**config.mk**
```make
export PLATFORM = sky130hd
export DESIGN_NAME = mode_cmd_arbiter
export DESIGN_NICKNAME = d
export VERILOG_FILES = /design/src/rtl/mode_cmd_pkg.sv /design/src/rtl/mode_cmd_fifo.sv /design/src/rtl/mode_cmd_arbiter.sv
export SDC_FILE = /design/constraint.sdc
export NUM_CORES = 1
export LEC_CHECK = 0
export BUFFER_PORTS_ARGS = -buffer_cell sky130_fd_sc_hd__buf_2
export CAP_MARGIN = 20
export CELL_PAD_IN_SITES_DETAIL_PLACEMENT = 1
export CELL_PAD_IN_SITES_GLOBAL_PLACEMENT = 1
export CORE_ASPECT_RATIO = 2
export CORE_MARGIN = 2
export CORE_UTILIZATION = 40
export CTS_CLUSTER_DIAMETER = 30
export DETAILED_ROUTE_END_ITERATION = 12
export PLACE_DENSITY = 0.77
export SYNTH_ARGS = -nofsm -noshare
export SYNTH_HDL_FRONTEND = slang
export SYNTH_SLANG_ARGS = --single-unit
```
**constraint.sdc**
```tcl
create_clock -name clk_1MHz -period 2.1 [get_ports clk_1MHz]
set_input_delay 0.42 -clock clk_1MHz [delete_from_list [all_inputs] [get_ports clk_1MHz]]
set_output_delay 0.42 -clock clk_1MHz [all_outputs]
set_load 0.05 [all_outputs]
```
**src/rtl/mode_cmd_pkg.sv**
```systemverilog
// mode_cmd_pkg: shared token, ASCII and RX FSM types for mode_cmd_arbiter.
// Token = 3-bit opcode plus 4-bit value (used by LR_SET only).
package mode_cmd_pkg;

  typedef enum logic [2:0] {
    TOK_LR_DEC,
    TOK_LR_INC,
    TOK_UD_DEC,
    TOK_UD_INC,
    TOK_LR_SET
  } tok_op_e;

  typedef struct packed {
    tok_op_e    op;
    logic [3:0] val;
  } tok_t;

  typedef enum logic {
    RX_IDLE,
    RX_ACK
  } rx_state_e;

  localparam logic [7:0] ASC_0    = 8'h30;
  localparam logic [7:0] ASC_9    = 8'h39;
  localparam logic [7:0] ASC_L    = 8'h4C;
  localparam logic [7:0] ASC_R    = 8'h52;
  localparam logic [7:0] ASC_U    = 8'h55;
  localparam logic [7:0] ASC_D    = 8'h44;
  localparam logic [7:0] ASC_CR   = 8'h0D;
  localparam logic [7:0] ASC_LF   = 8'h0A;
  localparam logic [7:0] ASC_CASE = 8'h20;

  function automatic logic ci_match(
    input logic [7:0] b,
    input logic [7:0] up
  );
    return (b == up) || (b == (up | ASC_CASE));
  endfunction

endpackage

```
**src/rtl/mode_cmd_fifo.sv**
```systemverilog
// mode_cmd_fifo: synchronous token FIFO with full/empty flags.
// DEPTH must be a power of two; pointers carry one wrap bit.
module mode_cmd_fifo
  import mode_cmd_pkg::*;
#(
  parameter int DEPTH = 4
) (
  input  logic clk,
  input  logic rst_n,
  input  logic push,
  input  tok_t wr_data,
  input  logic pop,
  output tok_t rd_data,
  output logic full,
  output logic empty
);

  localparam int AW = $clog2(DEPTH);
  localparam logic [AW:0] PTR_ONE = (AW+1)'(1);

  tok_t        mem [DEPTH];
  logic [AW:0] wr_ptr;
  logic [AW:0] rd_ptr;

  assign empty = (wr_ptr == rd_ptr);
  assign full  = (wr_ptr[AW] != rd_ptr[AW]) &&
                 (wr_ptr[AW-1:0] == rd_ptr[AW-1:0]);
  assign rd_data = mem[rd_ptr[AW-1:0]];

  always_ff @(posedge clk) begin
    if (push && !full)
      mem[wr_ptr[AW-1:0]] <= wr_data;
  end

  always_ff @(posedge clk or negedge rst_n) begin
    if (!rst_n) begin
      wr_ptr <= '0;
      rd_ptr <= '0;
    end else begin
      if (push && !full)
        wr_ptr <= wr_ptr + PTR_ONE;
      if (pop && !empty)
        rd_ptr <= rd_ptr + PTR_ONE;
    end
  end

endmodule

```
**src/rtl/mode_cmd_arbiter.sv**
```systemverilog
// mode_cmd_arbiter: merges button edges and UART bytes into ordered mode updates.
// Define MODE_CMD_ECHO_EN to add a tx echo of '0'+mode_lr after each applied token.
module mode_cmd_arbiter
  import mode_cmd_pkg::*;
#(
  parameter int LR_MODES   = 4,
  parameter int UD_MODES   = 2,
  parameter int FIFO_DEPTH = 4,
  parameter int WRAP       = 1
) (
  input  logic                        clk_1MHz,
  input  logic                        rst_n,
  input  logic                        btn_l,
  input  logic                        btn_r,
  input  logic                        btn_u,
  input  logic                        btn_d,
  input  logic                        rx_valid,
  input  logic [7:0]                  rx_data,
  output logic                        rx_ren,
  output logic [$clog2(LR_MODES)-1:0] mode_lr,
  output logic [$clog2(UD_MODES)-1:0] mode_ud,
  output logic                        mode_changed,
  output logic                        cmd_err,
  output logic                        ovf
`ifdef MODE_CMD_ECHO_EN
  ,
  output logic [7:0]                  tx_data,
  output logic                        tx_send,
  input  logic                        tx_ready
`endif
);

  localparam int LW = $clog2(LR_MODES);
  localparam int UW = $clog2(UD_MODES);
  localparam logic [LW-1:0] LR_MAX = LW'(LR_MODES - 1);
  localparam logic [UW-1:0] UD_MAX = UW'(UD_MODES - 1);
  localparam logic [LW-1:0] LR_ONE = LW'(1);
  localparam logic [UW-1:0] UD_ONE = UW'(1);
  localparam bit WRAP_EN = (WRAP != 0);

  logic [3:0]    btn;
  logic [3:0]    btn_q;
  logic [3:0]    rise;
  logic [4:0]    pend;
  logic [4:0]    grant;
  logic          ff1;
  logic          vsync;
  rx_state_e     rx_state;
  rx_state_e     rx_next;
  logic          take;
  logic          is_l, is_r, is_u, is_d;
  logic          is_dig, is_eol;
  logic [7:0]    dig;
  logic          dec_ok;
  logic          dec_err;
  tok_t          dec_tok;
  tok_t          uart_tok;
  tok_t          push_tok;
  tok_t          pop_tok;
  logic          full;
  logic          empty;
  logic          push;
  logic          pop;
  logic          drop;
  logic [LW-1:0] lr_nx;
  logic [UW-1:0] ud_nx;

  assign btn  = {btn_d, btn_u, btn_r, btn_l};
  assign rise = btn & ~btn_q;

  assign dig    = rx_data - ASC_0;
  assign is_l   = ci_match(rx_data, ASC_L);
  assign is_r   = ci_match(rx_data, ASC_R);
  assign is_u   = ci_match(rx_data, ASC_U);
  assign is_d   = ci_match(rx_data, ASC_D);
  assign is_dig = (rx_data >= ASC_0) && (rx_data <= ASC_9);
  assign is_eol = (rx_data == ASC_CR) || (rx_data == ASC_LF);

  always_comb begin
    dec_ok  = 1'b0;
    dec_err = 1'b0;
    dec_tok = '{op: TOK_LR_DEC, val: 4'd0};
    unique case (1'b1)
      is_l: dec_ok = 1'b1;
      is_r: begin
        dec_ok     = 1'b1;
        dec_tok.op = TOK_LR_INC;
      end
      is_u: begin
        dec_ok     = 1'b1;
        dec_tok.op = TOK_UD_DEC;
      end
      is_d: begin
        dec_ok     = 1'b1;
        dec_tok.op = TOK_UD_INC;
      end
      is_dig: begin
        dec_ok  = (dig < 8'(LR_MODES));
        dec_err = !dec_ok;
        dec_tok = '{op: TOK_LR_SET, val: dig[3:0]};
      end
      is_eol: ;
      default: dec_err = 1'b1;
    endcase
  end

  always_ff @(posedge clk_1MHz or negedge rst_n) begin
    if (!rst_n) begin
      ff1      <= 1'b0;
      vsync    <= 1'b0;
      rx_state <= RX_IDLE;
    end else begin
      ff1      <= rx_valid;
      vsync    <= ff1;
      rx_state <= rx_next;
    end
  end

  always_comb begin
    rx_next = rx_state;
    unique case (rx_state)
      RX_IDLE: if (vsync) rx_next = RX_ACK;
      RX_ACK:  if (!vsync) rx_next = RX_IDLE;
    endcase
  end

  assign take   = (rx_state == RX_IDLE) && vsync;
  assign rx_ren = (rx_state == RX_ACK);

  // lowest set bit wins: L > R > U > D > UART
  assign grant = full ? 5'd0 : (pend & (~pend + 5'd1));
  assign push  = |grant;

  always_comb begin
    push_tok = uart_tok;
    unique case (1'b1)
      grant[0]: push_tok = '{op: TOK_LR_DEC, val: 4'd0};
      grant[1]: push_tok = '{op: TOK_LR_INC, val: 4'd0};
      grant[2]: push_tok = '{op: TOK_UD_DEC, val: 4'd0};
      grant[3]: push_tok = '{op: TOK_UD_INC, val: 4'd0};
      default: ;
    endcase
  end

  assign drop = (|(rise & pend[3:0])) | (take & dec_ok & pend[4]);

  always_ff @(posedge clk_1MHz or negedge rst_n) begin
    if (!rst_n) begin
      btn_q    <= '0;
      pend     <= '0;
      uart_tok <= '{op: TOK_LR_DEC, val: 4'd0};
      ovf      <= 1'b0;
      cmd_err  <= 1'b0;
    end else begin
      btn_q <= btn;
      pend  <= (pend & ~grant) | ({take & dec_ok, rise} & ~pend);
      if (take && dec_ok && !pend[4])
        uart_tok <= dec_tok;
      ovf     <= ovf | drop;
      cmd_err <= take & dec_err;
    end
  end

  mode_cmd_fifo #(
    .DEPTH(FIFO_DEPTH)
  ) u_fifo (
    .clk     (clk_1MHz),
    .rst_n   (rst_n),
    .push    (push),
    .wr_data (push_tok),
    .pop     (pop),
    .rd_data (pop_tok),
    .full    (full),
    .empty   (empty)
  );

  assign pop = !empty;

  always_comb begin
    lr_nx = mode_lr;
    ud_nx = mode_ud;
    if (pop) begin
      unique case (pop_tok.op)
        TOK_LR_DEC:
          if (mode_lr != '0) lr_nx = mode_lr - LR_ONE;
          else if (WRAP_EN) lr_nx = LR_MAX;
        TOK_LR_INC:
          if (mode_lr != LR_MAX) lr_nx = mode_lr + LR_ONE;
          else if (WRAP_EN) lr_nx = '0;
        TOK_UD_DEC:
          if (mode_ud != '0) ud_nx = mode_ud - UD_ONE;
          else if (WRAP_EN) ud_nx = UD_MAX;
        TOK_UD_INC:
          if (mode_ud != UD_MAX) ud_nx = mode_ud + UD_ONE;
          else if (WRAP_EN) ud_nx = '0;
        TOK_LR_SET: lr_nx = LW'(pop_tok.val);
        default: ;
      endcase
    end
  end

  always_ff @(posedge clk_1MHz or negedge rst_n) begin
    if (!rst_n) begin
      mode_lr      <= '0;
      mode_ud      <= '0;
      mode_changed <= 1'b0;
    end else begin
      mode_lr      <= lr_nx;
      mode_ud      <= ud_nx;
      mode_changed <= (lr_nx != mode_lr) || (ud_nx != mode_ud);
    end
  end

`ifdef MODE_CMD_ECHO_EN
  logic       echo_full;
  logic [7:0] echo_data;

  // a newer token overwrites an echo still waiting for tx_ready
  always_ff @(posedge clk_1MHz or negedge rst_n) begin
    if (!rst_n) begin
      echo_full <= 1'b0;
      echo_data <= '0;
      tx_data   <= '0;
      tx_send   <= 1'b0;
    end else begin
      tx_send <= echo_full & tx_ready;
      if (echo_full && tx_ready)
        tx_data <= echo_data;
      if (pop) begin
        echo_full <= 1'b1;
        echo_data <= ASC_0 + 8'(lr_nx);
      end else if (tx_ready) begin
        echo_full <= 1'b0;
      end
    end
  end
`endif

endmodule

```
==> summary.txt, run 1 <==
Timing
  • Setup TNS: 0 ps
  • Fin crit period: 1980 ps
  • Final Hold Fails: 0
  • Setup violators final: 0
  • Worst-Margin Slew: 636 ps
  • Fin crit share: 94.4%
  • RSZ-0062 raised after global routing: false
  • Clk_skew: 7.85 ps
  • Worst slew margin: 57.6%
  • Fmax: 504 MHz
  • Slew Viols, Final: 0

Setup path
  • CP max stage delay: 570 ps
  • CP Data Arrival Time: 2160 ps
  • Crit-path cells: mux4_2, buf_4, nor4b_1, o32a_2, o21ai_2
  • Crit-path leading delay family: multiplexers
  • CP Buf/Inv Count: 1
  • Critical path type: reg -> reg
  • Slowest cell on crit path: mux4_2
  • WP data required: 2280 ps
  • Element type at the critical path start: register
  • Critical Path End Type: register
  • CP max FO: 8

Placement
  • Number of port buffers: 21
  • DP HPWL: 3.22 mm
  • Placer congestion estimate: 0.750

Power
  • Overall power: 0.00445 W
  • Total power divided by cell area: 1680 nW/µm²
  • Sequential Power Share: 38.5%
  • Int Pwr: 0.00274 W
  • Clk pwr share: 18.1%
  • Leakage: 1.15 nW
  • Peak supply drop: 1400 µV
  • Sw Ratio: 38.4%
  • Switch Pwr: 0.00171 W
  • Combinational power share: 43.4%

Logic synthesis
  • Number of synthesized flops with an enable pin: 20
  • Sequential area share after synthesis: 57.9%
  • Synthesis Warnings: 0
  • Seq cells post-synth: 49
  • Post-Syn Area: 2290 µm²
  • Synth Flop Type: dfrtp_1
  • Fraction of registers with async set/reset: 59.2%
  • Synth cell types: 50
  • Cells after synthesis: 181
  • Syn Area/Cell: 12.7 µm²
  • Syn nets: 203

Floorplanning
  • Die W: 57.5 µm
  • Die area: 6390 µm²
  • Initial core utilization: 40.8%
  • # IOs: 22
  • Core Area: 5610 µm²
  • Die height: 111 µm
  • Number of cell rows: 39

Routing
  • Avg Vias per Cell: 5.41
  • DRT Pass-1 Iters: 4
  • Final ANT Viol Nets: 0
  • DR DRC count: 0
  • Drt first-iter violations: 28
  • Routed len/inst: 16.2 µm
  • Total number of vias: 1487
  • Total Wirelength: 4.47 mm

Final layout
  • Register area: 1330 µm²
  • Final #Nets: 235
  • Commonest non-fill, non-tap cell in the layout: dfrtp_1
  • Proportion of layout cells with a drive suffix above 1: 24.8%
  • Diodes inserted: 0
  • Most frequent cells in the layout: dfrtp_1 (28), buf_2 (21), edfxtp_1 (20), inv_1 (16)
  • Multi-input logic area: 882 µm²
  • P&R area growth vs syn: 15.8%
  • # fillers: 601

Status
  • Run status: complete, no violations

Clock tree
  • Clock sinks: 49
  • Clock buffer depth: 2
  • CTS tree: done
  • CTS Root Cell: clkbuf_16
  • Worst-path clk slew: 70 ps
  • Clock latency on the worst-skew pair: 290 ps
  • H-tree depth: 2
  • # hold bufs at CTS: 0
  • Cts bufs inserted: 5

Global routing
  • Largest net degree at the start of global routing: 30
  • Antenna violations before repair: 0
  • Global-route wire length before repair: 7.45 mm
  • Grt total ovfl: 0
  • Vias in the first global route: 1587
  • GRT Total Usage: 15.5%

Hold path
  • Hold Path Class: in -> async

Run
  • Maxcap violations: 0
[flip-flops by register name, indices dropped and copies added (netlist names)]
register and cells:
uart_tok 5, pend 5, ovf 1, u_fifo.wr_ptr 3, u_fifo.mem 20, btn_q 4, ff1 1, cmd_err 1
mode_ud 1, mode_lr 2, u_fifo.rd_ptr 3, vsync 1, rx_ren 1, mode_changed 1
[through the flow]
step,hold slack [ps],cells,utilization (%),instance area (µm²),setup WS (ps)
after floorplan,124,181,-,2290,233
after global placement,336,264,44.2,2480,96.9
final,148,275,47.3,2660,117
after global routing,200,275,47.3,2660,11.4
after CTS,160,272,46.9,2630,72.6
after detailed placement,342,264,44.2,2480,34.2
[worst paths after layout]
kind / from / endpoint / slack, ps / depth (start not counted)
worst max-delay path: u_fifo.rd_ptr[0]$_DFFE_PN0N_ / mode_changed$_DFF_PN0_ / 120 / 5
worst min-delay path: rst_n / u_fifo.rd_ptr[2]$_DFFE_PN0N_ / 150 / 1
worst max register to register: u_fifo.rd_ptr[0]$_DFFE_PN0N_ / mode_changed$_DFF_PN0_ / 120 / 5
worst min register to register: ff1$_DFF_PN0_ / vsync$_DFF_PN0_ / 350 / 0
max in group asynchronous: rst_n / u_fifo.rd_ptr[0]$_DFFE_PN0N_ / 1510 / 1
min in group clk_1MHz: rx_valid / ff1$_DFF_PN0_ / 240 / 1
[routing by layer]
metal	track usage, %	part of all wire [%]	vias up	wire [µm]
met1	16.2	40	734	1770
met5	0	0	-	0
li1	-	-	715	-
met3	3.97	3.2	8	142
met4	8.37	3.2	0	142
met2	27.0	54	30	2410
[cell type report]
| cell class | count | area share (%) |
|---|---|---|
| flip-flops and latches | 49 | 50.0 |
| multi-input cells | 113 | 33.2 |
| repair buffers | 28 | 5.94 |
| clock buffers | 5 | 4.71 |
| well taps | 61 | 2.87 |
| inverters | 16 | 2.26 |
| clock inverters | 3 | 0.990 |
[cell usage after synthesis, drive strengths merged (3+ instances only)]
library cell,instances,share of area (%)
mux2,5,2.5
nand2,11,1.8
nor3,3,1.1
o21ai,9,2.3
ha,7,3.8
nand2b,4,1.1
o22ai,3,0.82
inv,16,2.6
xor2,5,1.9
dfrtp,29,32
nor2,11,1.8
a31oi,3,0.82
nor2b,3,0.82
a21oi,6,1.3
mux4,5,5.4
edfxtp,20,26
xnor2,4,1.5
and2,4,1.1
buf,3,1.0
[logic make-up (layout without fill, tap and decap cells)]
group | count (synthesis) | in the layout | share of synthesized area [%]
and+or+nand+nor | 53 | 53 | 13.2
DFF | 49 | 49 | 57.9
AOI/OAI and AO/OA | 32 | 32 | 9.28
buffers and inverters | 19 | 52 | 3.66
muxes | 12 | 12 | 8.73
xor gates and xnor gates | 9 | 9 | 3.44
adders and majority gates | 7 | 7 | 3.82
[power by group through the flow]
stage	Combinational, W	Clock, W	Sequential (W)
after CTS	0.00192	0.000825	0.00173
after global placement	0.00179	0	0.00171
after global routing	0.00215	0.000865	0.00176
after floorplan	0.00135	0	0.00175
final	0.00193	0.000807	0.00171
after detailed placement	0.00188	0	0.00172
[repair_timing]
action | in CTS | in global routing
endpoints found under the setup margin | 1 | 1
gates cloned | 0 | 0
setup buffers | 0 | 3
resized for setup | 1 | 0
Power figures use the tool's default switching activity.
==> run 2, diff against run 1 <==
Settings changed: PLACE_DENSITY 0.77 to 0.76.
==> run 2 against run 1 <==
Effect of this change: power about the same; die area unchanged; utilization decreased by 0.22 points; worst setup slack improved by 19 ps; clock skew decreased by 5.1 ps; global-route usage increased by 0.45 points; first-iteration DRC count increased by 71%; maximum frequency increased by 0.96%; final cell count decreased by 0.73%; clock-buffer cell count unchanged; via count decreased by 0.74%; register-to-register slack improved by 20 ps; largest power group unchanged.
==> summary.txt, run 2 (same netlist as run 1, synthesis figures left out) <==
Routing
  • Total Wirelength: 4.51 mm (was 4.47 mm)
  • Routed len/inst: 16.5 µm (was 16.2 µm)
  • DR DRC count: 0 (unchanged)
  • Final ANT Viol Nets: 0 (unchanged)
  • Avg Vias per Cell: 5.41 (about the same)
  • DRT Pass-1 Iters: 4 (unchanged)
  • Drt first-iter violations: 48 (was 28)
  • Total number of vias: 1476 (was 1487)

Final layout
  • Final #Nets: 233 (was 235)
  • Proportion of layout cells with a drive suffix above 1: 24.1% (was 24.8%)
  • Most frequent cells in the layout: dfrtp_1 (28), buf_2 (21), edfxtp_1 (20), inv_1 (16) (unchanged)
  • Max reg flops: 20 (unchanged)
  • Diodes inserted: 0 (unchanged)
  • P&R area growth vs syn: 15.3% (was 15.8%)
  • # fillers: 608 (was 601)
  • Commonest non-fill, non-tap cell in the layout: dfrtp_1 (unchanged)
  • Design area: 2640 µm² (was 2660 µm²)

Placement
  • Post-DP Area: 2490 µm² (was 2480 µm²)
  • Worst slack at placement: 46.3 ps (was 34.2 ps)
  • Number of port buffers: 21 (unchanged)
  • Placer congestion estimate: 0.762 (was 0.750)
  • DP HPWL: 3.27 mm (was 3.22 mm)

Setup path
  • Reg2Reg Depth: 5 (unchanged)
  • Slowest cell on crit path: mux4_2 (unchanged)
  • CP Data Arrival Time: 2140 ps (was 2160 ps)
  • Crit-path cells: mux4_2, or2b_1, a211oi_1, o32a_2, o21ai_2 (was mux4_2, buf_4, nor4b_1, o32a_2, o21ai_2)
  • Crit Reg-Reg Startpoint: u_fifo.rd_ptr[0]$_DFFE_PN0N_ (unchanged)
  • Stages on the worst setup path: 5 (unchanged)
  • CP max FO: 8 (unchanged)
  • Critical Path End Type: register (unchanged)
  • Worst r2r dst: mode_changed$_DFF_PN0_ (unchanged)
  • Element type at the critical path start: register (unchanged)
  • Critical path type: reg -> reg (unchanged)
  • Crit-path leading delay family: multiplexers (unchanged)
  • CP Buf/Inv Count: 0 (was 1)
  • CP max stage delay: 630 ps (was 570 ps)
  • Reg2reg setup slack: 140 ps (was 120 ps)
  • WP data required: 2280 ps (about the same)

Global routing
  • Vias in the first global route: 1582 (was 1587)
  • Grt total ovfl: 0 (unchanged)
  • Largest net degree at the start of global routing: 30 (unchanged)
  • Antenna violations before repair: 0 (unchanged)
  • Global-route wire length before repair: 7.67 mm (was 7.45 mm)
  • GRT Total Usage: 15.9% (was 15.5%)

Timing
  • Setup violators final: 0 (unchanged)
  • Fmax: 509 MHz (was 504 MHz)
  • RSZ-0062 raised after global routing: false (unchanged)
  • Final Hold Fails: 0 (unchanged)
  • Clk_skew: 2.72 ps (was 7.85 ps)
  • Worst slew margin: 56.8% (was 57.6%)
  • Worst-Margin Slew: 648 ps (was 636 ps)
  • Fin crit period: 1960 ps (was 1980 ps)
  • Setup TNS: 0 ps (unchanged)
  • Slew Viols, Final: 0 (unchanged)
  • Fin crit share: 93.5% (was 94.4%)
  • Setup ws final: 136 ps (was 117 ps)

Clock tree
  • Post-CTS Setup Bufs: 0 (unchanged)
  • CTS tree: done (unchanged)
  • Worst-path clk slew: 70 ps (about the same)
  • # hold bufs at CTS: 0 (unchanged)
  • Clock sinks: 49 (unchanged)
  • CTS Root Cell: clkbuf_16 (unchanged)
  • Clock buffer depth: 2 (unchanged)
  • Cts bufs inserted: 5 (unchanged)
  • Clock latency on the worst-skew pair: 290 ps (about the same)
  • H-tree depth: 2 (unchanged)
  • CTS resizes: 0 (was 1)

Floorplanning
  • Die W: 57.5 µm (unchanged)
  • Core Area: 5610 µm² (unchanged)
  • Initial core utilization: 40.8% (unchanged)
  • Number of cell rows: 39 (unchanged)
  • Die height: 111 µm (unchanged)
  • # IOs: 22 (unchanged)
  • Die area: 6390 µm² (unchanged)

Power
  • Int Pwr: 0.00272 W (was 0.00274 W)
  • Total power divided by cell area: 1680 nW/µm² (about the same)
  • Clk pwr share: 18.6% (was 18.1%)
  • Sequential Power Share: 38.4% (was 38.5%)
  • Sw Ratio: 38.8% (was 38.4%)
  • Leakage: 1.14 nW (was 1.15 nW)
  • Peak supply drop: 1040 µV (was 1400 µV)
  • Overall power: 0.00444 W (was 0.00445 W)
  • Combinational power share: 43.0% (was 43.4%)
  • Switch Pwr: 0.00172 W (was 0.00171 W)

Run
  • Maxcap violations: 0 (unchanged)

Hold path
  • Hold Path Class: in -> async (unchanged)

Status
  • Run status: complete, no violations (unchanged)
## run 2: cell types whose count changed in the layout (fill, tap and decap cells not counted)
cell / before / now
buf_4: 7 / 5
inv_6: 1 / 2
clkinv_4: 2 / 0
inv_8: 0 / 1
## run 2: area by class of cell
| cell class | count | area (µm²) | area share, % |
|---|---|---|---|
| Clock buffer | 5 | 125 | 4.73 |
| Sequential cell | 49 | 1330 | 50.2 |
| Timing Repair Buffer | 26 | 143 | 5.40 |
| Tap cell | 61 | 76.3 | 2.89 |
| Clock inverter | 3 | 28.8 | 1.09 |
| Multi-Input combinational cell | 113 | 882 | 33.4 |
| Inverter | 16 | 60.1 | 2.27 |
## run 2: power groups by stage
stage	sequential, W	clock, W	combinational (W)
2_1_floorplan	0.00175	0	0.00135
3_3_place_gp	0.00170	0	0.00182
3_5_place_dp	0.00173	0	0.00190
4_1_cts	0.00171	0.000849	0.00194
5_1_grt	0.00176	0.000880	0.00213
6_report	0.00171	0.000825	0.00191
## run 2: worst max-delay path by stage
stage	to	start	slack [ps]
final	mode_changed$_DFF_PN0_	u_fifo.rd_ptr[0]$_DFFE_PN0N_	140
after floorplan	mode_changed$_DFF_PN0_	u_fifo.rd_ptr[0]$_DFFE_PN0N_	230
after global routing	mode_changed$_DFF_PN0_	u_fifo.rd_ptr[0]$_DFFE_PN0N_	50
after global placement	mode_changed$_DFF_PN0_	u_fifo.rd_ptr[0]$_DFFE_PN0N_	100
after CTS	mode_changed$_DFF_PN0_	u_fifo.rd_ptr[0]$_DFFE_PN0N_	1
after detailed placement	mode_changed$_DFF_PN0_	u_fifo.rd_ptr[0]$_DFFE_PN0N_	50
## run 2: metal layers
layer | share of wire, % | up-vias | GRT usage (%)
met3 | 2.9 | 5 | 3.15
met2 | 52 | 23 | 26.8
met4 | 2.3 | 0 | 7.44
met5 | 0 | - | 0
met1 | 43 | 735 | 18.9
li1 | - | 713 | -
## run 2: metrics by stage
stage / cells / util, % / hold slack, ps
floorplan: 181 / - / 124
global placement: 265 / 44.3 / 336
detailed placement: 265 / 44.3 / 369
CTS: 273 / 47.1 / 174
global route: 273 / 47.1 / 196
finish: 273 / 47.1 / 148
==> run 3, diff against run 2 <==
--- a/config.mk
+++ b/config.mk
@@ -16,4 +16,5 @@
 export DETAILED_ROUTE_END_ITERATION = 12
 export PLACE_DENSITY = 0.76
+export RECOVER_POWER = 100
 export SYNTH_ARGS = -nofsm -noshare
 export SYNTH_HDL_FRONTEND = slang
==> constraint.sdc (replaced) <==
create_clock -name clk_1MHz -period 2.1 [get_ports clk_1MHz]
set_input_delay 0.42 -clock clk_1MHz [delete_from_list [all_inputs] [get_ports clk_1MHz]]
set_output_delay 0.42 -clock clk_1MHz [all_outputs]
set_load 0.005 [all_outputs]
==> run 3 against run 2 <==
Effect of this change: the flow now finishes with violations (capacitance limit, slew limit); sequential share of layout area up 0.46 points; routed wire length down 0.60%; via count about the same; highest routed layer unchanged; register-to-register slack about the same; maximum frequency grew 0.21%; final cell count did not move; first-iteration DRC count down 17%; critical path depth is the same; critical path type unchanged; largest cell class unchanged; die area did not move; power is 4.4% lower; design area down 0.90%.
==> summary.txt, run 3 (same netlist as run 1, synthesis figures left out) <==
Placement
  • DP HPWL: 3.27 mm (unchanged)
  • Worst slack at placement: 46.3 ps (unchanged)
  • Number of port buffers: 21 (unchanged)
  • Placer congestion estimate: 0.762 (unchanged)

Power
  • Total power divided by cell area: 1620 nW/µm² (was 1680 nW/µm²)
  • Combinational power share: 40.4% (was 43.0%)
  • Leakage: 1.11 nW (was 1.14 nW)
  • Peak supply drop: 1000 µV (was 1040 µV)
  • Clk pwr share: 19.4% (was 18.6%)
  • Overall power: 0.00425 W (was 0.00444 W)
  • Int Pwr: 0.00268 W (was 0.00272 W)
  • Switch Pwr: 0.00157 W (was 0.00172 W)
  • Sw Ratio: 37.0% (was 38.8%)
  • Sequential Power Share: 40.2% (was 38.4%)

Timing
  • Worst slew margin: -3.22% (was 56.8%)
  • Fin crit period: 1960 ps (about the same)
  • Clk_skew: 3.10 ps (was 2.72 ps)
  • RSZ-0062 raised after global routing: false (unchanged)
  • Setup TNS: 0 ps (unchanged)
  • Fmax: 510 MHz (was 509 MHz)
  • Setup violators final: 0 (unchanged)
  • Worst-Margin Slew: 1550 ps (was 648 ps)
  • Setup ws final: 140 ps (was 136 ps)
  • Final Hold Fails: 0 (unchanged)
  • Fin crit share: 93.3% (was 93.5%)
  • Slew Viols, Final: 30 (was 0)

Hold path
  • Worst hold path depth: 1
  • Hold Path Class: in -> reg (was in -> async)
  • Hold path startpoint: rx_valid
  • Worst Hold Endpoint: ff1$_DFF_PN0_

Final layout
  • P&R area growth vs syn: 14.2% (was 15.3%)
  • Max reg flops: 20 (unchanged)
  • Diodes inserted: 0 (unchanged)
  • # fillers: 614 (was 608)
  • Proportion of layout cells with a drive suffix above 1: 19.3% (was 24.1%)
  • Register area: 1330 µm² (unchanged)
  • Final #Nets: 233 (unchanged)
  • Multi-input logic area: 876 µm² (was 882 µm²)
  • Most frequent cells in the layout: dfrtp_1 (28), edfxtp_1 (20), inv_1 (16), buf_2 (15) (was dfrtp_1 (28), buf_2 (21), edfxtp_1 (20), inv_1 (16))
  • Commonest non-fill, non-tap cell in the layout: dfrtp_1 (unchanged)

Setup path
  • Slowest cell on crit path: mux4_2 (unchanged)
  • Setup crit start: u_fifo.rd_ptr[0]$_DFFE_PN0N_ (unchanged)
  • Element type at the critical path start: register (unchanged)
  • Crit-path cells: mux4_2, or2b_1, a211oi_1, o32a_2, o21ai_2 (unchanged)
  • Reg2reg setup slack: 140 ps (about the same)
  • Critical path type: reg -> reg (unchanged)
  • Critical Path End Type: register (unchanged)
  • Crit Reg-Reg Startpoint: u_fifo.rd_ptr[0]$_DFFE_PN0N_ (unchanged)
  • CP max FO: 8 (unchanged)
  • CP max stage delay: 630 ps (about the same)
  • WP data required: 2280 ps (about the same)
  • Reg2Reg Depth: 5 (unchanged)
  • Worst r2r dst: mode_changed$_DFF_PN0_ (unchanged)
  • CP Data Arrival Time: 2140 ps (about the same)

Global routing
  • Grt total ovfl: 0 (unchanged)
  • Antenna violations before repair: 0 (unchanged)
  • Vias in the first global route: 1582 (unchanged)
  • Global-route wire length before repair: 7.67 mm (unchanged)
  • Largest net degree at the start of global routing: 30 (unchanged)
  • GRT Total Usage: 15.9% (unchanged)
  • GR Layer Usage met2: 26.8% (unchanged)
  • Met1 Use GR: 18.9% (unchanged)
  • Global routing's busiest layer: met2 (unchanged)
  • M3 GR Usage: 3.15% (unchanged)

Clock tree
  • H-tree depth: 2 (unchanged)
  • Clock buffer depth: 2 (unchanged)
  • Worst-path clk slew: 70 ps (about the same)
  • Cts bufs inserted: 5 (unchanged)
  • CTS tree: done (unchanged)
  • CTS Root Cell: clkbuf_16 (unchanged)
  • Clock latency on the worst-skew pair: 290 ps (about the same)
  • CTS resizes: 0 (unchanged)
  • Clock sinks: 49 (unchanged)
  • # hold bufs at CTS: 0 (unchanged)
  • Post-CTS Setup Bufs: 0 (unchanged)

Floorplanning
  • # IOs: 22 (unchanged)
  • Die area: 6390 µm² (unchanged)
  • Die W: 57.5 µm (unchanged)
  • Number of cell rows: 39 (unchanged)
  • Core Area: 5610 µm² (unchanged)
  • Initial core utilization: 40.8% (unchanged)
  • Die height: 111 µm (unchanged)

Routing
  • Total Wirelength: 4.48 mm (was 4.51 mm)
  • DR DRC count: 0 (unchanged)
  • Routed len/inst: 16.4 µm (was 16.5 µm)
  • Final ANT Viol Nets: 0 (unchanged)
  • DRT Pass-1 Iters: 4 (unchanged)
  • Avg Vias per Cell: 5.41 (about the same)
  • Drt first-iter violations: 40 (was 48)
  • Total number of vias: 1477 (was 1476)

Status
  • Failing checks: capacitance limit, slew limit
  • Run status: complete, but fails checks (was complete, no violations)

Run
  • Maxcap violations: 1 (was 0)
run 3: cell types whose count changed in the layout (fill, tap and decap cells not counted), sizes merged:
cell | previous run | this run
clkbuf | 5 | 14
buf | 26 | 17
run 3: metrics by stage:
step	hold slack (ps)	instances	utilization (%)	instance area, µm²
global placement	336	265	44.3	2490
CTS	174	273	47.1	2640
detailed placement	369	265	44.3	2490
floorplan	124	181	-	2290
finish	231	273	46.7	2620
global route	232	273	46.7	2620
run 3: final cells by class:
type | instances | share of cell area (%)
Clock buffer | 5 | 4.78
Clock inverter | 3 | 1.10
Inverter | 16 | 2.29
Multi-Input combinational cell | 113 | 33.4
Sequential cell | 49 | 50.7
Tap cell | 61 | 2.91
Timing Repair Buffer | 26 | 4.78
run 3: power by group through the flow:
stage / Sequential, W / Clock [W] / Combinational [W]
floorplan: 0.00161 / 0 / 0.00135
global placement: 0.00170 / 0 / 0.00168
detailed placement: 0.00173 / 0 / 0.00175
CTS: 0.00171 / 0.000849 / 0.00180
global route: 0.00176 / 0.000880 / 0.00193
finish: 0.00171 / 0.000824 / 0.00171
run 3: critical path: cells and delay by family (launching register included):
family,cells,cell delay (ps)
compound gates,3,460
flops,1,500
simple gates,1,250
mux,1,630
run 3: how the worst max path moves through the flow:
stage / endpoint / slack (ps) / cells past startpoint
4_1_cts: mode_changed$_DFF_PN0_ / 1 / 5
3_3_place_gp: mode_changed$_DFF_PN0_ / 100 / 5
5_1_grt: mode_changed$_DFF_PN0_ / 30 / 5
3_5_place_dp: mode_changed$_DFF_PN0_ / 50 / 5
6_report: mode_changed$_DFF_PN0_ / 140 / 5
2_1_floorplan: mode_changed$_DFF_PN0_ / 230 / 6
run 3: metal layers:
| metal | part of all wire (%) | vias up |
|---|---|---|
| met4 | 2.3 | 0 |
| met5 | 0 | - |
| met2 | 52 | 27 |
| met3 | 3.4 | 5 |
| li1 | - | 712 |
| met1 | 42 | 733 |
